**src/rtl/daq_frame_gen.sv**
```systemverilog
// Test-pattern frame source for the 32-bit capture FIFO: head, counter payload, tail, back-to-back.
// Latency: first head word is presented one cycle after the START command edge; no gaps between frames.
// Backpressure: fifo_full stalls every state in place; fifo_din holds until the word is written.
// Optional macro DAQ_FRAME_SEQ_EN inserts a frame-sequence word between head and payload.
module daq_frame_gen #(
  parameter int unsigned PAYLOAD_WORDS = 24,
  parameter logic [31:0] HEAD_WORD     = 32'hAAAAAAAA,
  parameter logic [31:0] TAIL_WORD     = 32'hF0F0F0F0,
  parameter logic [7:0]  CMD_START     = 8'hFF,
  parameter logic [7:0]  CMD_RESET     = 8'hC0,
  parameter logic [7:0]  CMD_CLOSE     = 8'hC7
) (
  input  logic        bus_clk,
  input  logic        srst,
  input  logic        cmd_valid,
  input  logic [7:0]  cmd_byte,
  input  logic        fifo_full,
  output logic [31:0] fifo_din,
  output logic        fifo_wren,
  output logic        running,
  output logic        busy,
  output logic [31:0] frame_count,
  output logic        led_data
);

  typedef enum logic [2:0] {
    S_IDLE    = 3'd0,
    S_HEAD    = 3'd1,
    S_SEQ     = 3'd2,
    S_PAYLOAD = 3'd3,
    S_TAIL    = 3'd4
  } state_t;

  // 13 bits covers the full 1..4096 payload range.
  localparam logic [12:0] LAST_CNT = 13'(PAYLOAD_WORDS - 1);

  state_t      state_q, state_d;
  logic        running_q, running_d;
  logic [31:0] frame_count_q, frame_count_d;
  logic [31:0] fifo_din_q, fifo_din_d;
  logic        led_data_q, led_data_d;
  logic [15:0] row_q, row_d;
  logic [12:0] word_cnt_q, word_cnt_d;

  logic        cmd_start, cmd_reset, cmd_close;
  logic        taken;

  assign cmd_start = cmd_valid && (cmd_byte == CMD_START);
  assign cmd_reset = cmd_valid && (cmd_byte == CMD_RESET);
  assign cmd_close = cmd_valid && (cmd_byte == CMD_CLOSE);

  // Any non-idle state offers a word; it is written whenever the FIFO has room.
  assign busy      = (state_q != S_IDLE);
  assign fifo_wren = busy && !fifo_full;
  assign taken     = fifo_wren;

  assign fifo_din    = fifo_din_q;
  assign running     = running_q;
  assign frame_count = frame_count_q;
  assign led_data    = led_data_q;

  // Next-state: command decode, then frame sequencing that only advances on taken words.
  always_comb begin
    state_d       = state_q;
    running_d     = running_q;
    frame_count_d = frame_count_q;
    fifo_din_d    = fifo_din_q;
    row_d         = row_q;
    word_cnt_d    = word_cnt_q;
    led_data_d    = fifo_wren;

    if (cmd_start) running_d = 1'b1;
    if (cmd_close) running_d = 1'b0;

    if (cmd_reset) begin
      // Abort: a word on the bus this cycle still goes out, but the frame gets no tail.
      running_d     = 1'b0;
      state_d       = S_IDLE;
      row_d         = 16'd0;
      word_cnt_d    = 13'd0;
      frame_count_d = 32'd0;
    end else begin
      case (state_q)
        S_IDLE: begin
          if (running_q) begin
            state_d    = S_HEAD;
            fifo_din_d = HEAD_WORD;
            row_d      = 16'd0;
            word_cnt_d = 13'd0;
          end
        end
        S_HEAD: begin
          if (taken) begin
`ifdef DAQ_FRAME_SEQ_EN
            state_d    = S_SEQ;
            fifo_din_d = frame_count_q;
`else
            state_d    = S_PAYLOAD;
            fifo_din_d = {row_q + 16'd1, row_q + 16'd2};
`endif
          end
        end
        S_SEQ: begin
          if (taken) begin
            state_d    = S_PAYLOAD;
            fifo_din_d = {row_q + 16'd1, row_q + 16'd2};
          end
        end
        S_PAYLOAD: begin
          if (taken) begin
            row_d      = row_q + 16'd2;
            word_cnt_d = word_cnt_q + 13'd1;
            if (word_cnt_q == LAST_CNT) begin
              state_d    = S_TAIL;
              fifo_din_d = TAIL_WORD;
            end else begin
              fifo_din_d = {row_q + 16'd3, row_q + 16'd4};
            end
          end
        end
        S_TAIL: begin
          if (taken) begin
            frame_count_d = frame_count_q + 32'd1;
            // The run flag as it stood before this edge decides whether another frame follows.
            if (running_q) begin
              state_d    = S_HEAD;
              fifo_din_d = HEAD_WORD;
              row_d      = 16'd0;
              word_cnt_d = 13'd0;
            end else begin
              state_d = S_IDLE;
            end
          end
        end
        default: state_d = S_IDLE;
      endcase
    end
  end

  // State and datapath registers with synchronous reset.
  always_ff @(posedge bus_clk) begin
    if (srst) begin
      state_q       <= S_IDLE;
      running_q     <= 1'b0;
      frame_count_q <= 32'd0;
      fifo_din_q    <= 32'd0;
      led_data_q    <= 1'b0;
      row_q         <= 16'd0;
      word_cnt_q    <= 13'd0;
    end else begin
      state_q       <= state_d;
      running_q     <= running_d;
      frame_count_q <= frame_count_d;
      fifo_din_q    <= fifo_din_d;
      led_data_q    <= led_data_d;
      row_q         <= row_d;
      word_cnt_q    <= word_cnt_d;
    end
  end

endmodule

```
**config.mk**
```make
export PLATFORM = sky130hd
export DESIGN_NAME = daq_frame_gen
export DESIGN_NICKNAME = d
export VERILOG_FILES = /design/src/rtl/daq_frame_gen.sv
export SDC_FILE = /design/constraint.sdc
export NUM_CORES = 1
export LEC_CHECK = 0
export ABC_AREA = 1
export CAP_MARGIN = 30
export CORE_ASPECT_RATIO = 1.75
export CORE_MARGIN = 1
export CORE_UTILIZATION = 50
export DETAILED_ROUTE_END_ITERATION = 12
export MAX_ROUTING_LAYER = met4
export PLACE_DENSITY = 0.84
export SLEW_MARGIN = 20
export SYNTH_ARGS = -nofsm -noshare
export SYNTH_HDL_FRONTEND = slang
export SYNTH_SLANG_ARGS = --single-unit
```
**constraint.sdc**
```tcl
create_clock -name bus_clk -period 5.4 [get_ports bus_clk]
set_input_delay 1.08 -clock bus_clk [delete_from_list [all_inputs] [get_ports bus_clk]]
set_output_delay 1.08 -clock bus_clk [all_outputs]
set_load 0.02 [all_outputs]
```
### Yosys cells after proc, flatten, opt, wreduce, memory -nomap -nowiden

Cells that the tools add are included.

* add/subtract/negate cells: 6
* equal/unequal tests: 13
* multiplexer cells: 21
* bitwise operators: 1
* reductions and logical operators: 16

Operators with widths (count)
* 32-bit 2-to-1 mux: 5
* 32-bit one-hot mux with 4 select lines: 1
* 16-bit 2-to-1 mux: 3
* 16-bit one-hot mux with 3 select lines: 1
* 13-bit 2-to-1 mux: 3
* 13-bit one-hot mux with 3 select lines: 1
* 16-bit by 2-bit adder with 16-bit output, second input constant: 2
* 32-bit by 1-bit adder with 32-bit output, second input constant: 1
* 8-bit equality test, second input constant: 3
* 16-bit by 1-bit adder with 16-bit output, second input constant: 1
* 16-bit by 3-bit adder with 16-bit output, second input constant: 1
* 3-bit 2-to-1 mux: 5
* 13-bit by 1-bit adder with 13-bit output, second input constant: 1
* 13-bit by 5-bit equality test with 1-bit output, second input constant: 1
* 3-bit one-hot mux with 4 select lines: 1
* 5-bit AND reduction: 2
* 2-bit != test, second input constant: 4
* 3-bit by 2-bit equality test with 1-bit output, second input constant: 2
* 3-bit nonzero test: 2
* 1-bit logical AND: 4
* 4-bit nonzero test: 1
* 2-bit OR reduction: 2
* 3-bit by 1-bit equality test with 1-bit output, second input constant: 1
* 3-bit equality test, second input constant: 1
* other kinds (8): 8

* flip-flop bits (word level): 98
* bits of input ports: 12
* output and inout port bits: 68
* word-level logic and storage cells: 64

### Longest topological paths before layout

Gate-level depths: netlist of run 1.

* depth after elaboration: 4
* mapped depth: 12

### Worst setup path before layout of run 1

OpenSTA, ideal clock, no wires.

* path type: input to output
* from: input port fifo_full
* to: output port fifo_wren
* data arrival time: 1.414 ns
* data required time: 4.320 ns
* slack: 2.906 ns
* cell stages on the path: 3
* path buffers: 0
* cells stage by stage: inv_2 > nand2_1 > inv_1

* longest elaborated chain between the ends: 2

RTL lines
* start: declaration: line 17 `input logic fifo_full,`
* 1-bit logical NOT: line 54 `assign fifo_wren = busy && !fifo_full;`
* 1-bit logical AND: line 54
* end: declaration: line 19 `output logic fifo_wren,`

Every way passes these cells.

### Worst setup path in the final report of run 1

Ends and elaborated chain as after synthesis.

==> results of run 1 <==
-- sequential cells by signal, indices dropped and copies added (netlist names) --
register	flops
state_q	3
frame_count	32
row_q	15
led_data	1
fifo_din	32
word_cnt_q	13
running	1
-- metrics by stage --
stage	setup WS [ns]	area, um^2
2_1_floorplan	2.91	5520
3_3_place_gp	1.82	6290
3_5_place_dp	1.80	6290
4_1_cts	1.80	6600
5_1_grt	1.76	6600
6_report	1.81	6600
-- area by class of cell --
class                      count  area [um^2]  share of cell area [%]
tap                          130          163                    2.46
timing repair buffer          81          806                    12.2
sequential                    97         1940                    29.4
clock inverter                 5         63.8                   0.967
multi-input combinational    636         3020                    45.7
clock buffer                  11          243                    3.68
inverter                      95          364                    5.52
-- per-layer routing --
| metal | vias up | wire length [um] |
|---|---|---|
| li1 | 2896 | - |
| met1 | 2600 | 5570 |
| met2 | 183 | 7800 |
| met3 | 54 | 644 |
| met4 | 0 | 727 |
| met5 | - | 0 |
-- kinds of logic after synthesis --
logic type               count (synthesis)  share of synthesized area, %
AND/OR/NAND/NOR                        493                          39.6
AO/OA/AOI/OAI                          124                          11.8
buffers and inverters                  122                          10.1
flip-flops                              97                          35.2
XOR/XNOR                                14                          2.22
adder cells (fa/ha/maj)                  5                          1.13
-- synth_stat cells (all sizes together) --
cell type  instances  area [um^2]
nand2            227          870
nor2             137          564
nand4             25          171
buf               19          164
nand3             69          363
clkbuf             8         30.0
nand3b             4         33.8
xor2              11         96.3
a31oi              2         12.5
ha                 5         62.6
nor3b              2         25.0
a211oi             1         7.51
a22oi              1         7.51
inv               95          364
nor2b              1         8.76
and2               1         6.26
or2                3         18.8
dfxtp             97         1940
nor3              21          105
a41oi              1         8.76
o211ai             1         7.51
nor4               3         18.8
o21ai             53          280
a21oi             65          325
xnor2              3         26.3
-- cell usage in the layout, fill, tap and decap left out, types with 5 or more instances in the layout --
master / n
a21oi_1: 65
nor2_4: 5
nand2_1: 220
nand4_1: 24
nand2_2: 7
nor2_2: 5
nand3_1: 67
clkdlybuf4s50_1: 79
dfxtp_1: 97
inv_1: 86
o21ai_0: 36
nor3_1: 21
inv_2: 7
ha_1: 5
nor2_1: 127
xor2_1: 11
clkbuf_16: 9
o21ai_1: 15
-- final timing paths --
check | startpoint | endpoint | slack (ns) | cells past startpoint
max | fifo_full | fifo_wren | 1.81 | 5
min | fifo_din[0] | fifo_din[0] | 0.45 | 2
max reg2reg | state_q[0] | row_q[13] | 2.60 | 8
min reg2reg | fifo_din[0] | fifo_din[0] | 0.45 | 2
-- worst max-delay path, delay by kind of cell --
| family | cells | cell delay, ns |
|---|---|---|
| buffers and inverters | 4 | 1.33 |
| and+or+nand+nor | 1 | 0.11 |
-- power by group --
group          total (mW)  switching, mW  internal, mW  leakage, nW
Combinational       0.633          0.381         0.252         1.51
Clock               0.663          0.287         0.376        0.146
Sequential          0.854         0.0488         0.805        0.785
Total                2.15          0.717          1.43         2.45
==> impl_metrics.toml, run 1 <==
[run_status]
outcome = "complete, no violations"

[clock_network]
cts_root_buf = "clkbuf_16"
post-cts-setup-buffers = 0
cts_tree = "yes"
cts_buffer_depth = 2
htree_levels = 3
clk_latency_ns = 0.35
cts_resized = 0
cts.sinks = 97
cts.clk_slew.worst_paths_ns = 0.06
cts_buffers = 9
hold_buffers = 0

[floorplanning]
initial_core_util_pct = 51.6
io_pins = 80
die-area_mm2 = 0.0115
core_mm2 = 0.0107
die_w_um = 81.4
die_h_um = 141
row_count = 50

[logic_synthesis]
ys_seq_area_share_pct = 35.2
ys_warn_count = 0
syn_nets = 872
synth_area_per_cell_um2 = 6.46
synth_cells = 855
ys_ff_latch = 97
netlist_area_mm2 = 0.00552
yosysUniqueCellTypes = 42

[route]
vias_per_cell = 5.43
drt-initial-drc-count = 368
post-route-drc-count = 0
wl_mm = 14.7
first_pass_iters = 5
routedWlPerCell_um = 14.0
drt.antenna.violating_nets = 0
num_vias = 5733

[grt]
grtUsageMet3_pct = 4.34
grt_pass1_vias = 5467
top_usage_layer = "met2"
use_met1_pct = 27.2
grt_use_met2_pct = 48.9
grt_max_degree = 43
grt.total_usage_pct = 27.9
grt_overflow = 0
grt_pass1_wl_mm = 24.1
antenna_found_initial = 0

[final_layout]
fillCellCount = 1022
diodes = 0
fin_cells = 1055
final_nets = 937
fin_util_pct = 61.7
drive_gt1_share_pct = 5.84
area_growth_pct = 19.6

[critical_path]
worstPathArrival_ns = 2.51
path_common_cell = "clkdlybuf4s50_1"
end_kind = "output port"
crit_slowest_cell = "clkdlybuf4s50_1"
crit_required_ns = 4.32
cp_slowest_stage_delay_ns = 0.59
crit_path_start_kind = "input port"
crit_chain = "clkdlybuf4s50_1 -> inv_2 -> nand2_1 -> inv_1 -> clkdlybuf4s50_1"
cp_max_fo = 7
critPathKind = "input port to output port"

[place]
numPortBuffers = 79
gp_congestion = 0.936
post-dp-hpwl_mm = 10.8
dp_cells = 1039

[pwr]
vdd_drop_max_uv = 252
powerDensity_mw_per_mm2 = 326
leakagePower_nw = 2.45
power_mw = 2.15

[timing]
fin_crit_sh_pct = 66.5
whs_ns = 0.446
period_needed_ns = 3.59
relSlewSlack_pct = 43.6
slew_viol_final = 0
hold_viol_final = 0
rsz0062_at_grt = "no"
finalSetupViolations = 0
timing.fmax_ghz = 0.278
fin_tns_setup_ns = 0
worstMarginPinSlew_ns = 0.843
clock_skew_ns = 0.0109

[flow_run]
cap_violations = 0

[hold_path]
hp-class = "register to register"
Note: power is estimated with default switching activity, not from simulation.
==> run 2, diff against run 1 <==
==> constraint.sdc (replaced) <==
create_clock -name bus_clk -period 3.6 [get_ports bus_clk]
set_input_delay 0.72 -clock bus_clk [delete_from_list [all_inputs] [get_ports bus_clk]]
set_output_delay 0.72 -clock bus_clk [all_outputs]
set_load 0.02 [all_outputs]
==> run 2 against run 1 <==
  * Clock-buffer cell count up 1
  * Non-clock buffer count up 3
  * Global-route usage up 1.6 points
  * Die area unchanged
  * Clock power up 44%
  * Cell count up 0.28%
  * Core utilization up 0.082 points
  * Sequential power up 50%
  * Worst setup slack worse by 1.1 ns
  * Sequential share of layout area about the same
  * Clock skew up 0.0033 ns
  * First-iteration DRC count down 6.3%
==> impl_metrics.toml, run 2 (synthesis results as in run 1) <==
[run_status]
outcome = "complete, no violations"

[timing]
hold_viol_final = 0
clock_skew_ns = 0.0142
whs_ns = 0.447
period_needed_ns = 2.89
timing.fmax_ghz = 0.346
timing.final.ws_setup_ns = 0.710
fin_crit_sh_pct = 80.3
finalSetupViolations = 0
slew_viol_final = 0
fin_tns_setup_ns = 0
worstMarginPinSlew_ns = 0.715
relSlewSlack_pct = 52.2
rsz0062_at_grt = "no"

[pwr]
powerDensity_mw_per_mm2 = 482
pwr-share-comb_pct = 30.0
p_clk_share_pct = 29.9
leakagePower_nw = 2.46
power_switching_mw = 1.07
p_seq_share_pct = 40.2
vdd_drop_max_uv = 388
swShare_pct = 33.6
internal-power_mw = 2.12

[place]
numPortBuffers = 79
gp_congestion = 1.02
post-dp-hpwl_mm = 11.0
dpl_worst_slack_ns = 0.710
placedInstanceArea_mm2 = 0.00632

[floorplanning]
die_w_um = 81.4
row_count = 50
die_h_um = 141
core_mm2 = 0.0107
io_pins = 80
initial_core_util_pct = 51.6
die-area_mm2 = 0.0115

[flow_run]
cap_violations = 0

[hold_path]
hp-class = "register to register"
min_from = "fifo_din[0]"
min_to = "fifo_din[0]"
whs_path_depth = 2

[critical_path]
end_kind = "output port"
worstPathArrival_ns = 2.17
cp_slowest_stage_delay_ns = 0.60
crit_required_ns = 2.88
r2r_start = "state_q[0]"
r2r_setup_slack_ns = 1.20
crit_family = "buffers and inverters"
ff2ff_path_depth = 10
crit_buf_inv = 4
crit_slowest_cell = "clkdlybuf4s50_1"
crit_path_start_kind = "input port"
path_common_cell = "clkdlybuf4s50_1"
critPathKind = "input port to output port"
r2r-end = "fifo_din[30]"
crit_chain = "clkdlybuf4s50_1 -> inv_2 -> nand2_1 -> inv_1 -> clkdlybuf4s50_1"
cp_max_fo = 7

[final_layout]
layout_common_cells = "nand2_1, nor2_1, dfxtp_1"
design_area_mm2 = 0.00661
drive_gt1_share_pct = 6.25
final_common_cell = "nand2_1"
diodes = 0
fin_util_pct = 61.8
area_growth_pct = 19.7
final_nets = 940

[route]
num_vias = 5732
vias_per_cell = 5.42
drt.antenna.violating_nets = 0
first_pass_iters = 5
drt-initial-drc-count = 345
routedWlPerCell_um = 14.2
post-route-drc-count = 0
wl_mm = 15.1

[clock_network]
cts_buffers = 9
hold_buffers = 0
clk_latency_ns = 0.36
cts.sinks = 97
cts_tree = "yes"
cts_root_buf = "clkbuf_16"
cts_buffer_depth = 2
htree_levels = 3
post-cts-setup-buffers = 0
cts.clk_slew.worst_paths_ns = 0.07
cts_resized = 0

[grt]
grt_max_degree = 43
grt.total_usage_pct = 29.6
grt_pass1_wl_mm = 25.3
antenna_found_initial = 0
grt_pass1_vias = 5450
grt_overflow = 0
## run 2: changes by cell type in the layout (fill, tap and decap cells not counted)
cell / previous run / this run
inv_6: 2 / 1
clkinv_4: 2 / 1
clkbuf_1: 1 / 0
clkinv_2: 0 / 2
bufinv_16: 1 / 0
buf_4: 2 / 5
clkbuf_8: 1 / 3
## run 2: per-layer routing
| layer | wire length, um | vias up | global-route usage (%) |
|---|---|---|---|
| met3 | 650 | 58 | 4.85 |
| li1 | - | 2902 | - |
| met5 | 0 | - | - |
| met1 | 5480 | 2598 | 29.4 |
| met2 | 8140 | 174 | 51.6 |
| met4 | 795 | 0 | 18.5 |
## run 2: final cells by class
cell class,instances,area [um^2]
inverter,95,364
sequential,97,1940
multi-input combinational,636,3020
fill,1015,4090
timing repair buffer,84,828
clock inverter,4,26.3
tap,130,163
clock buffer,12,267
## run 2: worst reg2reg max path, delay by kind of cell, from the launching register on
family | cells | cell delay [ns]
AND/OR/NAND/NOR | 9 | 1.83
flip-flops | 1 | 0.35
buffers and inverters | 1 | 0.11
## run 2: worst max-delay path by stage
stage                startpoint         to  slack [ns]  cells after the start
floorplan           cmd_byte[6]  row_q[13]        1.80                      9
global placement      fifo_full  fifo_wren        0.74                      5
detailed placement    fifo_full  fifo_wren        0.71                      5
CTS                   fifo_full  fifo_wren        0.70                      5
global route          fifo_full  fifo_wren        0.66                      5
finish                fifo_full  fifo_wren        0.71                      5
## run 2: per-stage QoR
stage | cells | power [mW]
floorplan | 855 | 1.90
global placement | 1042 | 2.24
detailed placement | 1042 | 2.26
CTS | 1058 | 3.20
global route | 1058 | 3.37
finish | 1058 | 3.19
## run 2: power by group through the flow
stage / registers [mW] / logic, mW / clock network (mW)
6_report: 1.28 / 0.955 / 0.952
5_1_grt: 1.30 / 1.05 / 1.02
4_1_cts: 1.28 / 0.961 / 0.962
3_5_place_dp: 1.31 / 0.958 / 0
3_3_place_gp: 1.30 / 0.942 / 0
2_1_floorplan: 1.45 / 0.444 / 0
==> run 3, diff against run 2 <==
==> constraint.sdc (replaced) <==
create_clock -name bus_clk -period 2.9 [get_ports bus_clk]
set_input_delay 0.58 -clock bus_clk [delete_from_list [all_inputs] [get_ports bus_clk]]
set_output_delay 0.58 -clock bus_clk [all_outputs]
set_load 0.02 [all_outputs]
==> run 3 against run 2 <==
  * First-iteration DRC count down 26%
  * Global-route usage is 1.6 points lower
  * Highest routed layer unchanged
  * Via count up 1.0%
  * Total power grew 26%
  * Largest power group unchanged
  * Routed wire length fell by 2.1%
  * Die area unchanged
==> impl_metrics.toml, run 3 (synthesis results as in run 1) <==
[grt]
grt_max_degree = 43
grt_overflow = 0
grt_pass1_wl_mm = 24.1
antenna_found_initial = 0
grt.total_usage_pct = 28.0
grt_pass1_vias = 5282

[floorplanning]
initial_core_util_pct = 51.6
core_mm2 = 0.0107
die_h_um = 141
row_count = 50
die-area_mm2 = 0.0115
io_pins = 80
die_w_um = 81.4

[final_layout]
area_growth_pct = 20.8
diodes = 0
fillCellCount = 981
final_nets = 946
drive_gt1_share_pct = 6.85
final_common_cell = "nand2_1"
fin_util_pct = 62.3
layout_common_cells = "nand2_1, nor2_1, dfxtp_1"
design_area_mm2 = 0.00667

[pwr]
p_seq_share_pct = 39.5
power_mw = 4.02
leakagePower_nw = 2.48
internal-power_mw = 2.69
swShare_pct = 33.1
power_switching_mw = 1.33
vdd_drop_max_uv = 516
p_clk_share_pct = 30.6
pwr-share-comb_pct = 29.9
powerDensity_mw_per_mm2 = 603

[route]
vias_per_cell = 5.44
drt.antenna.violating_nets = 0
wl_mm = 14.7
num_vias = 5792
post-route-drc-count = 0
drt-initial-drc-count = 255
first_pass_iters = 5
routedWlPerCell_um = 13.9

[critical_path]
crit_buf_inv = 4
cp_max_fo = 7
path_common_cell = "clkdlybuf4s50_1"
end_kind = "output port"
critPathKind = "input port to output port"
worstPathArrival_ns = 2.03
crit_required_ns = 2.32
cp_slowest_stage_delay_ns = 0.60
crit_path_start_kind = "input port"
crit_slowest_cell = "clkdlybuf4s50_1"
crit_family = "buffers and inverters"
crit_chain = "clkdlybuf4s50_1 -> inv_2 -> nand2_1 -> inv_1 -> clkdlybuf4s50_1"

[timing]
period_needed_ns = 2.61
rsz0062_at_grt = "no"
relSlewSlack_pct = 67.7
worstMarginPinSlew_ns = 0.484
fin_crit_sh_pct = 89.8
hold_viol_final = 0
finalSetupViolations = 0
timing.final.ws_setup_ns = 0.294
fin_tns_setup_ns = 0
slew_viol_final = 0
clock_skew_ns = 0.00597
timing.fmax_ghz = 0.384

[place]
numPortBuffers = 79
post-dp-hpwl_mm = 11.1
dpl_worst_slack_ns = 0.290
gp_congestion = 0.994
placedInstanceArea_mm2 = 0.00636

[flow_run]
cap_violations = 0

[clock_network]
cts_tree = "yes"
cts.sinks = 97
cts_buffer_depth = 2
clk_latency_ns = 0.35
hold_buffers = 0
cts_buffers = 9
cts_resized = 0
cts.clk_slew.worst_paths_ns = 0.07
cts_root_buf = "clkbuf_16"
htree_levels = 3
post-cts-setup-buffers = 0

[hold_path]
hp-class = "register to register"

[run_status]
outcome = "complete, no violations"
run 3: changes by cell type in the layout (fill, tap and decap cells not counted):
cell | before | now
buf_4 | 5 | 11
bufinv_16 | 0 | 1
clkbuf_8 | 3 | 1
clkinv_2 | 2 | 1
clkinv_4 | 1 | 0
clkinvlp_4 | 1 | 3
inv_6 | 1 | 2
run 3: tightest hold or removal path: stages, from the launching register on:
cell	delay (ns)
dfxtp_1	0.31
nand2_1	0.06
a21oi_1	0.05
run 3: routing by layer:
metal	wire length [um]	vias to the layer above	track usage (%)	part of all wire, %
met1	5340	2610	25.8	36
li1	-	2915	-	-
met3	681	71	5.11	4.6
met4	1060	0	22.7	7.2
met5	0	-	-	0
met2	7670	196	48.3	52
run 3: area by class of cell:
| cell class | instances | area (um^2) | share of cell area, % |
|---|---|---|---|
| inverter | 95 | 364 | 5.46 |
| multi-input combinational | 636 | 3020 | 45.3 |
| tap | 130 | 163 | 2.44 |
| clock inverter | 6 | 66.3 | 0.995 |
| sequential | 97 | 1940 | 29.1 |
| clock buffer | 10 | 239 | 3.58 |
| timing repair buffer | 90 | 873 | 13.1 |
run 3: metrics by stage:
stage | std cells | hold WS, ns
final | 1064 | 0.466
after global routing | 1064 | 0.494
after CTS | 1064 | 0.465
after detailed placement | 1048 | 0.455
after global placement | 1048 | 0.433
after floorplan | 855 | 0.457
run 3: power by group through the flow:
stage / registers, mW / clock network (mW) / logic [mW]
2_1_floorplan: 1.81 / 0 / 0.551
6_report: 1.59 / 1.23 / 1.20
3_5_place_dp: 1.62 / 0 / 1.20
3_3_place_gp: 1.61 / 0 / 1.19
5_1_grt: 1.61 / 1.30 / 1.32
4_1_cts: 1.59 / 1.25 / 1.21
run 3: worst paths after layout:
check / from / to / slack [ns] / cells past startpoint
setup / recovery: fifo_full / fifo_wren / 0.29 / 5
hold / removal: fifo_din[26] / fifo_din[26] / 0.47 / 2
setup reg to reg: word_cnt_q[0] / state_q[2] / 0.59 / 8
hold reg to reg: fifo_din[26] / fifo_din[26] / 0.47 / 2
